[config.mk]
export PLATFORM = sky130hd
export DESIGN_NAME = agc_spi_sequencer_flat
export DESIGN_NICKNAME = d
export VERILOG_FILES = /design/src/rtl/agc_spi_pkg.sv /design/src/rtl/agc_spi_sequencer_if.sv /design/src/rtl/agc_spi_sequencer.sv /design/src/flat_wrapper.sv
export SDC_FILE = /design/constraint.sdc
export NUM_CORES = 1
export LEC_CHECK = 0
export CAP_MARGIN = 10
export CORE_ASPECT_RATIO = 1.1
export CORE_UTILIZATION = 25
export DETAILED_ROUTE_END_ITERATION = 12
export GPL_ROUTABILITY_DRIVEN = 1
export PLACE_DENSITY = 0.48
export SYNTH_ARGS = -nofsm -noshare
export SYNTH_HDL_FRONTEND = slang
export SYNTH_SLANG_ARGS = --single-unit
[constraint.sdc]
create_clock -name spi_clk -period 1.95 [get_ports spi_clk]
set_input_delay 0.4875 -clock spi_clk [delete_from_list [all_inputs] [get_ports spi_clk]]
set_output_delay 0.4875 -clock spi_clk [all_outputs]
set_load 0.03 [all_outputs]
[src/rtl/agc_spi_pkg.sv]
// Shared definitions for the AGC SPI transaction sequencer: FSM state
// encoding, transfer direction constants and the command byte layout.
package agc_spi_pkg;

  typedef enum logic [1:0] {
    IDLE  = 2'd0,
    SETUP = 2'd1,
    XFER  = 2'd2,
    HOLD  = 2'd3
  } state_t;

  localparam logic RW_READ  = 1'b1;
  localparam logic RW_WRITE = 1'b0;

  // Command byte sent ahead of the data byte: direction in the MSB,
  // register address in the low seven bits.
  typedef struct packed {
    logic       rw;
    logic [6:0] addr;
  } cmd_byte_t;

  function automatic logic [7:0] cmd_byte(input logic rw, input logic [6:0] addr);
    cmd_byte_t c;
    c.rw   = rw;
    c.addr = addr;
    return c;
  endfunction

endpackage

[src/rtl/agc_spi_sequencer_if.sv]
// Request/response channel between the AGC gain loop (master) and the
// SPI transaction sequencer (slave).
interface agc_spi_sequencer_if;
  logic       req_valid;
  logic       req_ready;
  logic       req_rw;
  logic [6:0] req_addr;
  logic [7:0] req_wdata;
  logic       req_chan;
  logic       rsp_valid;
  logic [7:0] rsp_rdata;
  logic       rsp_err;

  modport master (
    output req_valid, req_rw, req_addr, req_wdata, req_chan,
    input  req_ready, rsp_valid, rsp_rdata, rsp_err
  );

  modport slave (
    input  req_valid, req_rw, req_addr, req_wdata, req_chan,
    output req_ready, rsp_valid, rsp_rdata, rsp_err
  );
endinterface

[src/rtl/agc_spi_sequencer.sv]
// AGC SPI transaction sequencer. Takes one register read/write request at a
// time, frames it with chip-select setup and idle gaps around the byte
// shifter, waits for the shifter's done flag (or times out) and returns the
// read byte plus an error flag as a one-cycle response pulse.
module agc_spi_sequencer
  import agc_spi_pkg::*;
#(
  parameter int CS_SETUP = 2,
  parameter int CS_IDLE  = 4,
  parameter int TIMEOUT  = 64,
  parameter int CNT_W    = 7
) (
  input  logic                spi_clk,
  input  logic                reg_reset,
  agc_spi_sequencer_if.slave  req_if,
  output logic                spi_cs,
  output logic [7:0]          spi_mode,
  output logic [7:0]          spi_dataA,
  output logic                sig_R1W0,
  output logic                channel,
  input  logic                spi_done,
  input  logic [7:0]          read_data,
  output logic                busy
);

  // Terminal counts of the shared gap/timeout counter for each state.
  localparam logic [CNT_W-1:0] SETUP_LAST = CNT_W'(CS_SETUP - 1);
  localparam logic [CNT_W-1:0] IDLE_LAST  = CNT_W'(CS_IDLE - 1);
  localparam logic [CNT_W-1:0] TO_LAST    = CNT_W'(TIMEOUT - 1);
  localparam logic [CNT_W-1:0] CNT_MAX    = '1;

  state_t           state_reg, state_next;
  logic [CNT_W-1:0] cnt_reg, cnt_next, cnt_inc;
  logic             cs_reg, cs_next;
  logic [7:0]       mode_reg, mode_next;
  logic [7:0]       data_reg, data_next;
  logic             rw_reg, rw_next;
  logic             chan_reg, chan_next;
  logic             ready_reg, ready_next;
  logic             busy_reg, busy_next;
  logic             rsp_valid_reg, rsp_valid_next;
  logic [7:0]       rsp_rdata_reg, rsp_rdata_next;
  logic             rsp_err_reg, rsp_err_next;

  // Saturating increment so the counter can never wrap back into range
  // while sitting in a state.
  assign cnt_inc = (cnt_reg == CNT_MAX) ? cnt_reg : cnt_reg + CNT_W'(1);

  // Register every output together with the state so nothing downstream
  // sees combinational glitches; reset drops any transfer in flight.
  always_ff @(posedge spi_clk or negedge reg_reset) begin
    if (!reg_reset) begin
      state_reg     <= IDLE;
      cnt_reg       <= '0;
      cs_reg        <= 1'b1;
      mode_reg      <= 8'h00;
      data_reg      <= 8'h00;
      rw_reg        <= RW_WRITE;
      chan_reg      <= 1'b0;
      ready_reg     <= 1'b1;
      busy_reg      <= 1'b0;
      rsp_valid_reg <= 1'b0;
      rsp_rdata_reg <= 8'h00;
      rsp_err_reg   <= 1'b0;
    end else begin
      state_reg     <= state_next;
      cnt_reg       <= cnt_next;
      cs_reg        <= cs_next;
      mode_reg      <= mode_next;
      data_reg      <= data_next;
      rw_reg        <= rw_next;
      chan_reg      <= chan_next;
      ready_reg     <= ready_next;
      busy_reg      <= busy_next;
      rsp_valid_reg <= rsp_valid_next;
      rsp_rdata_reg <= rsp_rdata_next;
      rsp_err_reg   <= rsp_err_next;
    end
  end

  // Next-state and next-output logic; the counter is cleared on every
  // state change and otherwise free-runs (saturating).
  always_comb begin
    state_next     = state_reg;
    cnt_next       = cnt_inc;
    cs_next        = cs_reg;
    mode_next      = mode_reg;
    data_next      = data_reg;
    rw_next        = rw_reg;
    chan_next      = chan_reg;
    rsp_valid_next = 1'b0;
    rsp_rdata_next = rsp_rdata_reg;
    rsp_err_next   = rsp_err_reg;

    case (state_reg)
      IDLE: begin
        if (req_if.req_valid && ready_reg) begin
          mode_next  = cmd_byte(req_if.req_rw, req_if.req_addr);
          data_next  = req_if.req_wdata;
          rw_next    = req_if.req_rw;
          chan_next  = req_if.req_chan;
          cs_next    = 1'b0;
          cnt_next   = '0;
          state_next = SETUP;
        end
      end
      SETUP: begin
        if (cnt_reg == SETUP_LAST) begin
          cnt_next   = '0;
          state_next = XFER;
        end
      end
      XFER: begin
        // Done is checked first so a completion on the last timeout
        // cycle still counts as a good transfer.
        if (spi_done) begin
          rsp_rdata_next = (rw_reg == RW_READ) ? read_data : 8'h00;
          rsp_err_next   = 1'b0;
          rsp_valid_next = 1'b1;
          cs_next        = 1'b1;
          cnt_next       = '0;
          state_next     = HOLD;
        end else if (cnt_reg == TO_LAST) begin
          rsp_rdata_next = 8'h00;
          rsp_err_next   = 1'b1;
          rsp_valid_next = 1'b1;
          cs_next        = 1'b1;
          cnt_next       = '0;
          state_next     = HOLD;
        end
      end
      HOLD: begin
        if (cnt_reg == IDLE_LAST) begin
          cnt_next   = '0;
          state_next = IDLE;
        end
      end
      default: begin
        cs_next    = 1'b1;
        cnt_next   = '0;
        state_next = IDLE;
      end
    endcase

    ready_next = (state_next == IDLE);
    busy_next  = (state_next != IDLE);
  end

  assign spi_cs           = cs_reg;
  assign spi_mode         = mode_reg;
  assign spi_dataA        = data_reg;
  assign sig_R1W0         = rw_reg;
  assign channel          = chan_reg;
  assign busy             = busy_reg;
  assign req_if.req_ready = ready_reg;
  assign req_if.rsp_valid = rsp_valid_reg;
  assign req_if.rsp_rdata = rsp_rdata_reg;
  assign req_if.rsp_err   = rsp_err_reg;

endmodule

[src/flat_wrapper.sv]
// flat-port wrapper written by rule: the top's interface ports become plain ports
module agc_spi_sequencer_flat import agc_spi_pkg::*;
#(
  parameter int CS_SETUP = 2,
  parameter int CS_IDLE  = 4,
  parameter int TIMEOUT  = 64,
  parameter int CNT_W    = 7
)
  (spi_clk, reg_reset, spi_cs, spi_mode, spi_dataA, sig_R1W0, channel, spi_done, read_data, busy, req_if_req_valid, req_if_req_rw, req_if_req_addr, req_if_req_wdata, req_if_req_chan, req_if_req_ready, req_if_rsp_valid, req_if_rsp_rdata, req_if_rsp_err);
  agc_spi_sequencer_if req_if_i ();
  input  logic spi_clk;
  input  logic reg_reset;
  output logic spi_cs;
  output logic [7:0] spi_mode;
  output logic [7:0] spi_dataA;
  output logic sig_R1W0;
  output logic channel;
  input  logic spi_done;
  input  logic [7:0] read_data;
  output logic busy;
  input wire logic [$bits(req_if_i.req_valid)-1:0] req_if_req_valid;
  input wire logic [$bits(req_if_i.req_rw)-1:0] req_if_req_rw;
  input wire logic [$bits(req_if_i.req_addr)-1:0] req_if_req_addr;
  input wire logic [$bits(req_if_i.req_wdata)-1:0] req_if_req_wdata;
  input wire logic [$bits(req_if_i.req_chan)-1:0] req_if_req_chan;
  output wire logic [$bits(req_if_i.req_ready)-1:0] req_if_req_ready;
  output wire logic [$bits(req_if_i.rsp_valid)-1:0] req_if_rsp_valid;
  output wire logic [$bits(req_if_i.rsp_rdata)-1:0] req_if_rsp_rdata;
  output wire logic [$bits(req_if_i.rsp_err)-1:0] req_if_rsp_err;
  assign req_if_i.req_valid = req_if_req_valid;
  assign req_if_i.req_rw = req_if_req_rw;
  assign req_if_i.req_addr = req_if_req_addr;
  assign req_if_i.req_wdata = req_if_req_wdata;
  assign req_if_i.req_chan = req_if_req_chan;
  assign req_if_req_ready = req_if_i.req_ready;
  assign req_if_rsp_valid = req_if_i.rsp_valid;
  assign req_if_rsp_rdata = req_if_i.rsp_rdata;
  assign req_if_rsp_err = req_if_i.rsp_err;
  agc_spi_sequencer #(.CS_SETUP(CS_SETUP), .CS_IDLE(CS_IDLE), .TIMEOUT(TIMEOUT), .CNT_W(CNT_W)) u_core (.spi_clk(spi_clk), .reg_reset(reg_reset), .req_if(req_if_i), .spi_cs(spi_cs), .spi_mode(spi_mode), .spi_dataA(spi_dataA), .sig_R1W0(sig_R1W0), .channel(channel), .spi_done(spi_done), .read_data(read_data), .busy(busy));
endmodule
After elaboration in Yosys (flattened, before gate mapping)
Index checks and enable logic that the tools add are counted.
{"block": "word_totals", "regBits": 40, "out_inout_bits": 31, "in_bits": 29}
{"block": "classes", "n_mux": 24, "addsub": 1, "n_eq_ne": 9, "reduce_logical": 9}
{"operator": "$mux W7", "n": 6}
{"operator": "$pmux W7 S4", "n": 1}
{"operator": "$mux W8", "n": 3}
{"operator": "$mux W2", "n": 5}
{"operator": "$pmux W2 S4", "n": 1}
{"operator": "$add A7 B1 Y7 const B", "n": 1}
{"operator": "$eq A7 B1 Y1 const B", "n": 1}
{"operator": "$eq A7 B2 Y1 const B", "n": 1}
{"operator": "$eq A7 B6 Y1 const B", "n": 1}
{"operator": "$eq A7 B7 Y1 const B", "n": 1}
{"operator": "$mux W1", "n": 7}
{"operator": "$reduce_bool A2 Y1", "n": 3}
{"operator": "$eq A2 B2 Y1 const B", "n": 2}
{"operator": "$logic_not A2 Y1", "n": 2}
{"operator": "$reduce_and A2 Y1", "n": 2}
{"operator": "$ne A3 B2 Y1 const B", "n": 1}
{"operator": "$reduce_and A3 Y1", "n": 1}
{"operator": "$eq A2 B1 Y1 const B", "n": 1}
{"operator": "$ne A2 B1 Y1 const B", "n": 1}
{"operator": "$pmux W1 S2", "n": 1}
{"operator": "$logic_and A1 B1 Y1", "n": 1}

Longest topological paths before layout
{"block": "logic_depth", "ltp_word": 5, "ltp_mapped": 7, "mapped_depth_nobuf": 5}

Worst setup path after synthesis
No wires, ideal clock.
{"block": "synth_path", "kind": "register -> register", "start": "register u_core.cnt_reg[0]", "end": "register u_core.rsp_rdata_reg[1], in the netlist u_core.req_if.rsp_rdata[1]", "path_stages_with_launch": 8, "required_ns": 1.831, "setup_ns": 0.119, "period_less_slack_ns": 1.698, "arrival_ns": 1.579, "slack_ns": 0.252, "cell_sequence": "dfrtp_1 ha_1 nand3_1 o41a_1 buf_6 buf_12 nand2_2 o21ai_2"}
{"block": "synth_between", "elab_chain_len": 3}
{"element": "start, declared", "line": "agc_spi_sequencer.sv:33", "text": "logic [CNT_W-1:0] cnt_reg, cnt_next, cnt_inc;"}
{"element": "start signal, assigned", "line": "agc_spi_sequencer.sv:67", "text": "cnt_reg <= cnt_next;"}
{"element": "$eq A7 B6 Y1", "line": "agc_spi_sequencer.sv:123", "text": "end else if (cnt_reg == TO_LAST) begin"}
{"element": "$reduce_bool A2 Y1 (no source line)"}
{"element": "$reduce_and A2 Y1 (no source line)"}
{"element": "end signal, assigned", "line": "agc_spi_sequencer.sv:76", "text": "rsp_rdata_reg <= rsp_rdata_next;"}
{"element": "end, declared", "line": "agc_spi_sequencer.sv:42", "text": "logic [7:0] rsp_rdata_reg, rsp_rdata_next;"}
No other way between the ends.
A chain may end at the register's enable or synchronous reset.

Worst setup path in the final report
{"block": "layout_path", "start": "register u_core.rsp_rdata_reg[0], in the netlist u_core.req_if.rsp_rdata[0]", "end": "output req_if_rsp_rdata[0]"}
{"element": "end, declared", "line": "flat_wrapper.sv:28", "text": "output wire logic [$bits(req_if_i.rsp_rdata)-1:0] req_if_rsp_rdata;"}
No word-level cell between the ends.

==> impl_metrics.yaml <==
sta:
  fin_crit_ns: 1.85
  rsz0062_at_grt: "no"
  fmax_mhz: 540
  fin_setup_tns_ns: 0
  setup_violations: 0
  hold_slack_ns: 0.137
  hold_violations: 0
  final_max_slew_viol_count: 0
  fin_skew_ns: 0.0115
  tightest_slew_ns: 0.549
  slew_headroom: 0.631
  period_share: 0.949
  setup_slack_ns: 0.0998
floorplanning:
  die_w_um: 81.0
  ios: 60
  start_util: 0.260
  die_y_um: 88.9
  core_um2: 6590
  dieArea_um2: 7200
  rows: 31
pwr:
  power.internal_mw: 1.24
  p_sw_frac: 0.209
  leakagePower_nw: 1.14
  clkPwrFrac: 0.435
  max-vdd-ir-drop_mv: 0.323
  p_switching_uw: 328
  powerDensity_nw_per_um2: 619
  p_seq_frac: 0.515
  fin_total_pwr_mw: 1.57
  pwr-share-comb: 0.050
min_path:
  hold_path_class: "in2async"
global_route:
  grt_busiest_layer: "met2"
  grt_max_degree: 22
  grt_pass1_vias: 1461
  grt-ovfl-total: 0
  antenna_found_initial: 0
  grt_use_met1: 0.175
  grt_pass1_wl_um: 7200
  grt_use_met3: 0.0361
  grt_usage: 0.134
  grt_util_met2: 0.215
drt:
  first_iter_violations: 40
  drc: 0
  wire_per_inst_um: 12.6
  via_per_inst: 4.36
  routed_wl_um: 4120
  drt_pre_antenna_iters: 4
  num_vias: 1420
  ant_nets: 0
yosys:
  synth-edff-count: 0
  ys_seq_area_frac: 0.570
  netlist_area_um2: 1720
  syn_avg_cell_area_um2: 9.80
  synth_flop_cell: "dfrtp_1"
  synth.area.top_cells: "dfrtp_1, nand2_1, o21ai_2"
  synth_largest_type_area_fraction: 0.540
  yosys.area.top_type: "dfrtp_1"
  async_flop_share: 1.00
  ys_seq_elements: 39
  postSynthCellCount: 175
  synth_warnings: 0
  synth_cell_types: 35
  synthesis.nets: 206
clock_tree:
  cts_sinks: 39
  cts_buffer_depth: 2
  postCtsHoldBufs: 0
  cts_buffers: 5
  cts-root-buf: "clkbuf_8"
  h-tree-depth: 2
  clk_pin_slew_ns: 0.09
  clock_latency_ns: 0.30
  cts_tree: "done"
final_layout:
  synthToLayoutAreaGrowth_pct: 47.8
  final_common_cell: "nand2_1"
  antennaDiodeCount: 0
  instances_no_fill: 326
  num-nets-final: 274
  layout-drive-gt1-share: 0.160
  final_cell_mix: "nand2_1, clkdlybuf4s50_1, dfrtp_1, nand3_1, buf_4"
critical_path:
  critPathTopFamily: "buffers and inverters"
  critical-path-max-stage-delay_ns: 0.68
  cp_max_fo: 2
  critPathLaunchType: "flop"
  crit_type: "reg2out"
  arrival_ns: 1.36
  critPathBufInv: 1
  cp_data_required_time_ns: 1.46
  crit_slowest_cell: "clkdlybuf4s50_1"
  crit_chain: "clkdlybuf4s50_1"
  path_depth: 1
  r2r_cells: 6
  crit_path_end_kind: "output port"
job:
  cap_violations: 0
place:
  dp_hpwl_um: 3130
  placedCellCount: 318
  pre_cts_ws_ns: 0.110
  place.gp.congestion: 0.713
  port_buffers: 59
outcome:
  outcome: "finished clean"
[per-stage QoR]
stage          area, um2  utilization
2_1_floorplan       1720            -
5_1_grt             2530        0.384
3_3_place_gp        2420        0.368
6_report            2530        0.384
4_1_cts             2530        0.384
3_5_place_dp        2420        0.368
[layer usage]
| layer | part of all wire | up-vias |
|---|---|---|
| li1 | - | 726 |
| met1 | 0.49 | 644 |
| met2 | 0.45 | 45 |
| met3 | 0.054 | 5 |
| met4 | 0.0097 | 0 |
| met5 | 0 | - |
[cell usage after synthesis, types with 2 or more instances]
cell type,count
inv_1,3
buf_2,3
o21ai_0,3
nor4_1,2
and3_1,2
nand3_1,12
nand4_1,2
ha_1,2
a21oi_1,3
dfrtp_1,37
dfstp_2,2
a211oi_1,4
nand2_2,6
o21a_1,2
nor2_1,7
o21ai_2,7
clkbuf_1,3
nand2_1,58
[what timing repair did]
action                     in CTS  in global routing
gates resized for setup         2                  0
buffers inserted                0                  0
setup endpoints to repair       2                  0
[power groups by stage]
| stage | clock network [mW] | registers (mW) | logic [mW] |
|---|---|---|---|
| detailed placement | 0 | 0.824 | 0.0813 |
| global route | 0.752 | 0.808 | 0.0881 |
| global placement | 0 | 0.824 | 0.0818 |
| floorplan | 0 | 0.824 | 0.00282 |
| finish | 0.682 | 0.808 | 0.0792 |
| CTS | 0.713 | 0.808 | 0.0820 |
[kinds of logic (layout without fill, tap and decap cells)]
| family | after synthesis | in the layout | synth area share |
|---|---|---|---|
| xor+xnor | 1 | 1 | 0.00511 |
| fa+ha+maj | 2 | 2 | 0.0146 |
| compound gates | 25 | 25 | 0.112 |
| flops | 39 | 39 | 0.570 |
| simple gates | 94 | 94 | 0.246 |
| mux | 1 | 1 | 0.00584 |
| buf+inv | 13 | 82 | 0.0467 |
[cell type report]
| type | count | area [um2] |
|---|---|---|
| Fill cell | 699 | 4060 |
| Sequential cell | 39 | 978 |
| Timing Repair Buffer | 71 | 673 |
| Multi-Input combinational cell | 123 | 657 |
| Tap cell | 82 | 103 |
| Clock buffer | 5 | 68.8 |
| Clock inverter | 3 | 43.8 |
| Inverter | 3 | 11.3 |
[path summary, 6_finish.rpt]
kind | start | end | slack [ns]
setup / recovery | u_core.req_if.rsp_rdata[0]$_DFFE_PN0P_ | req_if_rsp_rdata[0] | 0.1
hold / removal | reg_reset | u_core.spi_dataA[5]$_DFFE_PN0P_ | 0.14
setup reg to reg | u_core.cnt_reg[0]$_DFF_PN0_ | u_core.req_if.rsp_rdata[7]$_DFFE_PN0P_ | 0.15
hold reg to reg | u_core.spi_cs$_DFFE_PN1P_ | u_core.spi_cs$_DFFE_PN1P_ | 0.46
max in group asynchronous | reg_reset | u_core.req_if.rsp_rdata[6]$_DFFE_PN0P_ | 1.27
min in group spi_clk | u_core.spi_cs$_DFFE_PN1P_ | u_core.spi_cs$_DFFE_PN1P_ | 0.46
Power figures use the tool's default switching activity.
